### src/rtl/i2c_bus_arbiter.sv
// Two-requester arbiter in front of a single I2C master.
// Round-robin grant, transparent channel muxing, and an ACTIVE-phase timeout.
module i2c_bus_arbiter #(
    parameter int DATA_DEPTH     = 8,
    parameter int TIMEOUT_CYCLES = 1024
) (
    input  logic                  i_clk,
    input  logic                  i_rst,
    input  logic                  i_req_0,
    input  logic                  i_req_1,
    output logic                  o_gnt_0,
    output logic                  o_gnt_1,
    input  logic                  i_start_0,
    input  logic                  i_start_1,
    input  logic [DATA_DEPTH-1:0] i_addr_bits_0,
    input  logic [DATA_DEPTH-1:0] i_addr_bits_1,
    input  logic                  i_addr_valid_0,
    input  logic                  i_addr_valid_1,
    output logic                  o_addr_ready_0,
    output logic                  o_addr_ready_1,
    input  logic [DATA_DEPTH-1:0] i_nbytes_bits_0,
    input  logic [DATA_DEPTH-1:0] i_nbytes_bits_1,
    input  logic                  i_nbytes_valid_0,
    input  logic                  i_nbytes_valid_1,
    output logic                  o_nbytes_ready_0,
    output logic                  o_nbytes_ready_1,
    input  logic [DATA_DEPTH-1:0] i_data_write_bits_0,
    input  logic [DATA_DEPTH-1:0] i_data_write_bits_1,
    input  logic                  i_data_write_valid_0,
    input  logic                  i_data_write_valid_1,
    output logic                  o_data_write_ready_0,
    output logic                  o_data_write_ready_1,
    output logic [DATA_DEPTH-1:0] o_data_read_bits_0,
    output logic [DATA_DEPTH-1:0] o_data_read_bits_1,
    output logic                  o_data_read_valid_0,
    output logic                  o_data_read_valid_1,
    input  logic                  i_data_read_ready_0,
    input  logic                  i_data_read_ready_1,
    output logic                  o_done_0,
    output logic                  o_done_1,
    output logic                  o_nak_0,
    output logic                  o_nak_1,
    output logic                  o_start,
    output logic [DATA_DEPTH-1:0] o_addr_bits,
    output logic                  o_addr_valid,
    input  logic                  i_addr_ready,
    output logic [DATA_DEPTH-1:0] o_nbytes_bits,
    output logic                  o_nbytes_valid,
    input  logic                  i_nbytes_ready,
    output logic [DATA_DEPTH-1:0] o_data_write_bits,
    output logic                  o_data_write_valid,
    input  logic                  i_data_write_ready,
    input  logic [DATA_DEPTH-1:0] i_data_read_bits,
    input  logic                  i_data_read_valid,
    output logic                  o_data_read_ready,
    input  logic                  i_nak,
    output logic                  o_timeout
);

    localparam int CW = $clog2(TIMEOUT_CYCLES) + 1;
    localparam logic [CW-1:0] CNT_LAST = CW'(TIMEOUT_CYCLES - 1);
    localparam logic [CW-1:0] CNT_PRE  = CW'(TIMEOUT_CYCLES - 2);

    typedef enum logic [1:0] {IDLE, GRANT, ACTIVE, DONE} state_t;

    state_t        state;
    logic          owner;
    logic          rr_ptr;
    logic [CW-1:0] cnt;
    logic          live;
    logic          sel0;
    logic          sel1;
    logic          pick;
    logic          own_req;
    logic          other_req;

    assign live      = (state == GRANT) || (state == ACTIVE);
    assign sel0      = live && !owner;
    assign sel1      = live && owner;
    assign own_req   = owner ? i_req_1 : i_req_0;
    assign other_req = owner ? i_req_0 : i_req_1;
    // rr_ptr holds the last owner, so a tie goes to the other side
    assign pick      = (i_req_0 && i_req_1) ? !rr_ptr : i_req_1;

    assign o_gnt_0 = sel0;
    assign o_gnt_1 = sel1;

    assign o_start            = (sel0 && i_start_0) || (sel1 && i_start_1);
    assign o_addr_bits        = ({DATA_DEPTH{sel0}} & i_addr_bits_0)
                              | ({DATA_DEPTH{sel1}} & i_addr_bits_1);
    assign o_addr_valid       = (sel0 && i_addr_valid_0) || (sel1 && i_addr_valid_1);
    assign o_nbytes_bits      = ({DATA_DEPTH{sel0}} & i_nbytes_bits_0)
                              | ({DATA_DEPTH{sel1}} & i_nbytes_bits_1);
    assign o_nbytes_valid     = (sel0 && i_nbytes_valid_0) || (sel1 && i_nbytes_valid_1);
    assign o_data_write_bits  = ({DATA_DEPTH{sel0}} & i_data_write_bits_0)
                              | ({DATA_DEPTH{sel1}} & i_data_write_bits_1);
    assign o_data_write_valid = (sel0 && i_data_write_valid_0)
                              || (sel1 && i_data_write_valid_1);
    assign o_data_read_ready  = (sel0 && i_data_read_ready_0)
                              || (sel1 && i_data_read_ready_1);

    assign o_addr_ready_0       = sel0 && i_addr_ready;
    assign o_addr_ready_1       = sel1 && i_addr_ready;
    assign o_nbytes_ready_0     = sel0 && i_nbytes_ready;
    assign o_nbytes_ready_1     = sel1 && i_nbytes_ready;
    assign o_data_write_ready_0 = sel0 && i_data_write_ready;
    assign o_data_write_ready_1 = sel1 && i_data_write_ready;
    assign o_data_read_bits_0   = {DATA_DEPTH{sel0}} & i_data_read_bits;
    assign o_data_read_bits_1   = {DATA_DEPTH{sel1}} & i_data_read_bits;
    assign o_data_read_valid_0  = sel0 && i_data_read_valid;
    assign o_data_read_valid_1  = sel1 && i_data_read_valid;

    always_ff @(posedge i_clk or negedge i_rst) begin
        if (!i_rst) begin
            state     <= IDLE;
            owner     <= 1'b0;
            rr_ptr    <= 1'b1;
            cnt       <= '0;
            o_done_0  <= 1'b0;
            o_done_1  <= 1'b0;
            o_nak_0   <= 1'b0;
            o_nak_1   <= 1'b0;
            o_timeout <= 1'b0;
        end else begin
            o_done_0  <= 1'b0;
            o_done_1  <= 1'b0;
            o_nak_0   <= 1'b0;
            o_nak_1   <= 1'b0;
            o_timeout <= 1'b0;
            case (state)
                IDLE: begin
                    if ((i_req_0 || i_req_1) && i_addr_ready) begin
                        state <= GRANT;
                        owner <= pick;
                    end
                end
                GRANT: begin
                    if (!i_addr_ready) begin
                        state <= ACTIVE;
                        cnt   <= '0;
                    end else if (!own_req) begin
                        state <= IDLE;
                    end
                end
                ACTIVE: begin
                    if (cnt != CNT_LAST) cnt <= cnt + 1'b1;
                    // a master completion wins over a coincident timeout
                    if (i_addr_ready || cnt >= CNT_PRE) begin
                        state     <= DONE;
                        rr_ptr    <= owner;
                        o_done_0  <= !owner;
                        o_done_1  <= owner;
                        o_nak_0   <= !owner && (!i_addr_ready || i_nak);
                        o_nak_1   <= owner && (!i_addr_ready || i_nak);
                        o_timeout <= !i_addr_ready;
                    end
                end
                DONE: begin
                    // the finishing owner may still hold its request this cycle
                    if (other_req && i_addr_ready) begin
                        state <= GRANT;
                        owner <= !owner;
                    end else begin
                        state <= IDLE;
                    end
                end
                default: state <= IDLE;
            endcase
        end
    end

endmodule
### config.mk
export PLATFORM = sky130hd
export DESIGN_NAME = i2c_bus_arbiter
export DESIGN_NICKNAME = d
export VERILOG_FILES = /design/src/rtl/i2c_bus_arbiter.sv
export SDC_FILE = /design/constraint.sdc
export NUM_CORES = 1
export LEC_CHECK = 0
export ABC_AREA = 1
export BUFFER_PORTS_ARGS = -buffer_cell sky130_fd_sc_hd__buf_2
export CORE_UTILIZATION = 40
export DETAILED_ROUTE_END_ITERATION = 16
export HOLD_SLACK_MARGIN = 0.15
export PLACE_DENSITY = 0.81
export RECOVER_POWER = 25
export SLEW_MARGIN = 15
export SYNTH_ARGS = -nofsm -noshare
export SYNTH_HDL_FRONTEND = slang
export SYNTH_SLANG_ARGS = --single-unit
### constraint.sdc
create_clock -name i_clk -period 2.2 [get_ports i_clk]
set_input_delay 0.11 -clock i_clk [delete_from_list [all_inputs] [get_ports i_clk]]
set_output_delay 0.11 -clock i_clk [all_outputs]
set_load 0.01 [all_outputs]
==> results_dict.tcl <==
set metrics [dict create \
    grt-ovfl-total 0 \
    tightest_slew_ps 1050 \
    synthCells 240 \
    maxSlewViolCount 0 \
    critPathMostFrequentCell "inv_1" \
    yosysWarnings 0 \
    endpoint_kind "primary output" \
    antenna_found_initial 0 \
    place_hpwl_um 4360 \
    coreArea_um2 4090 \
    clk_latency_ps 260 \
    cts_made_buffers 3 \
    grt_start_max_net_pins 31 \
    worstSetupStartpointType "flop" \
    finalWorstSetupSlack_ps 165 \
    yosys-top-cells-area "dfrtp_1, a22o_1, nand2_1, nor2_1, inv_1" \
    final-hold-violation-count 0 \
    cts_htree_levels 1 \
    synth_ff_type "dfrtp_1" \
    max_stage_delay_ps 450 \
    place_congestion 0.863 \
    critPathKind "reg2out" \
    async_flop_share_pct 100 \
    dr_total_vias 2107 \
    clk_pin_slew_ps 70 \
    synthTopCellsByCount "nand2_1, nor2_1, inv_1" \
    wl_per_cell_um 12.7 \
    finalSetupViolations 0 \
    slew_headroom_pct 30.2 \
    seq_area_um2 502 \
    combPwrFrac_pct 69.1 \
    fin_setup_tns_ps 0 \
    clock-sinks 20 \
    drv_cap 0 \
    p_leak_uw 0.00146 \
    initial_core_util_pct 42.3 \
    pwr_density_cell_nw_per_um2 1100 \
    postSynthAreaPerCell_um2 7.19 \
    drc 0 \
    synth_edf_count 0 \
    diodes 0 \
    seq_power_share_pct 17.6 \
    syn-cell-area_um2 1730 \
    io_buffer_count 134 \
    die_x_um 67.7 \
    via_per_inst 4.98 \
    grt_first_pass_wirelength_um 7750 \
    drt.antenna.violating_nets 0 \
    p_int_uw 1450 \
    drt-initial-drc-count 101 \
    crit_arrival_ps 1930 \
    dpl_worst_slack_ps 378 \
    syn_nets 322 \
    power_switching_uw 1310 \
    finish.net_count 456 \
    max_freq_mhz 491 \
    wl_um 5360 \
    status "complete, no violations" \
    yosysUniqueCellTypes 31 \
    power.share.clock_pct 13.3 \
    critPathRequiredTime_ps 2090 \
    clk_root_buffer_cell "clkbuf_8" \
    rsz0062_at_grt "no" \
    area_delta_synth_final_pct 45.6 \
    crit_chain "inv_1, ha_1, nand2_1, inv_1, buf_4, a22o_1, buf_2" \
    yosys.area.top_type "dfrtp_1" \
    cts_tree "built" \
    die_area_um2 4580 \
    path_max_fanout 30 \
    die_h_um 67.7 \
    io_pins 135 \
    ir_drop_mv 1.01 \
    synth_top_area_share_pct 27.5 \
    synth-seq-cells 20 \
    crit_path_top_delay_cell "dfrtp_1" \
    placementRows 23 \
    n_fill_cell 381 \
    hold_class "in2reg" \
    sw_frac_of_total_pct 47.4 \
    post-route-min-period_ps 2040 \
    ys_seq_area_share_pct 29.1 \
    fin_crit_sh_pct 92.5 \
    clock_skew_ps 1.96 \
    ctsLongestPathBuffers 2 \
    grt_usage_pct 22.4 \
    multi_input_area_um2 1040 \
    layout-drive-gt1-share_pct 43.4 \
    grt_pass1_vias 1778 \
    drtPass1Iterations 6 \
]
[cells in the final DEF, fill, tap and decap left out, drive strengths merged, types with 2 or more instances in the layout]
| cell type | n |
|---|---|
| buf | 133 |
| nor2 | 45 |
| nand2 | 44 |
| inv | 33 |
| a22o | 29 |
| dfrtp | 19 |
| nand3 | 16 |
| o21ai | 16 |
| clkbuf | 9 |
| ha | 7 |
| nand4 | 7 |
| a21oi | 3 |
| nor3 | 2 |
| or2 | 2 |
[metrics by stage]
step	hold slack [ps]	utilization [%]	instance area (µm²)	total power, µW	std cells
3_5_place_dp	82.5	59.6	2440	2380	418
6_report	168	61.5	2510	2750	423
3_3_place_gp	77.6	59.6	2440	2340	418
4_1_cts	175	61.6	2520	2760	423
2_1_floorplan	-186	-	1730	1720	240
5_1_grt	191	61.5	2510	2990	423
[worst max-delay path: cells and delay by family (launching register included)]
kind,cells,cell delay (ps)
buffers and inverters,4,600
DFF,1,450
adders and majority gates,1,310
AOI/OAI and AO/OA,1,220
and+or+nand+nor,1,70
[per-layer routing]
| metal | global-route usage, % | routed length (µm) | share of wire (%) |
|---|---|---|---|
| met4 | 7.45 | 78 | 1.5 |
| met1 | 28.0 | 2250 | 42 |
| met3 | 6.93 | 404 | 7.5 |
| met5 | 0 | 0 | 0 |
| met2 | 36.0 | 2630 | 49 |
[what timing repair did]
action	4_1_cts	5_1_grt
endpoints found under the setup margin	0	1
buffers inserted	0	0
hold buffers	1	0
endpoints found under the hold margin	20	0
resized for setup	0	2
[path summary, 6_finish.rpt]
kind	end	slack, ps	cells after the start	from
setup reg to reg	cnt[7]$_DFFE_PN0P_	440	7	state[0]$_DFFE_PN0P_
max in group asynchronous	owner$_DFFE_PN0P_	1020	2	i_rst
hold / removal	o_nak_0$_DFF_PN0_	170	3	i_nak
min in group asynchronous	cnt[2]$_DFFE_PN0P_	550	2	i_rst
setup / recovery	o_nbytes_bits[3]	160	7	state[0]$_DFFE_PN0P_
hold reg to reg	rr_ptr$_DFFE_PN1P_	470	2	rr_ptr$_DFFE_PN1P_
[area by class of cell]
| cell class | count | area share [%] |
|---|---|---|
| Clock buffer | 3 | 1.64 |
| Clock inverter | 1 | 1.19 |
| Inverter | 33 | 5.13 |
| Multi-Input combinational cell | 176 | 41.3 |
| Sequential cell | 20 | 20.0 |
| Tap cell | 50 | 2.49 |
| Timing Repair Buffer | 140 | 28.3 |
[power by group through the flow]
stage	clock [µW]	sequential, µW	combinational, µW
floorplan	0	469	1250
global placement	0	487	1860
detailed placement	0	491	1890
CTS	371	484	1900
global route	387	495	2110
finish	366	485	1900
[registers in the layout, summed over array words and instances, names as in the netlist, named ones only]
register	cells
o_nak_1	1
o_done_1	1
state	1
o_done_0	1
o_nak_0	1
rr_ptr	1
o_timeout	1
owner	1
cnt	11
[cell families (layout without fill, tap and decap cells)]
logic type               count (synthesis)  in the layout  share of synthesized area [%]
AO/OA/AOI/OAI                           50             50                           22.2
XOR/XNOR                                 2              2                           1.01
adder cells (fa/ha/maj)                  7              7                           5.07
buffers and inverters                   44            177                           10.8
flip-flops                              20             20                           29.1
AND/OR/NAND/NOR                        117            117                           31.9
(Power assumes the default switching activity.)
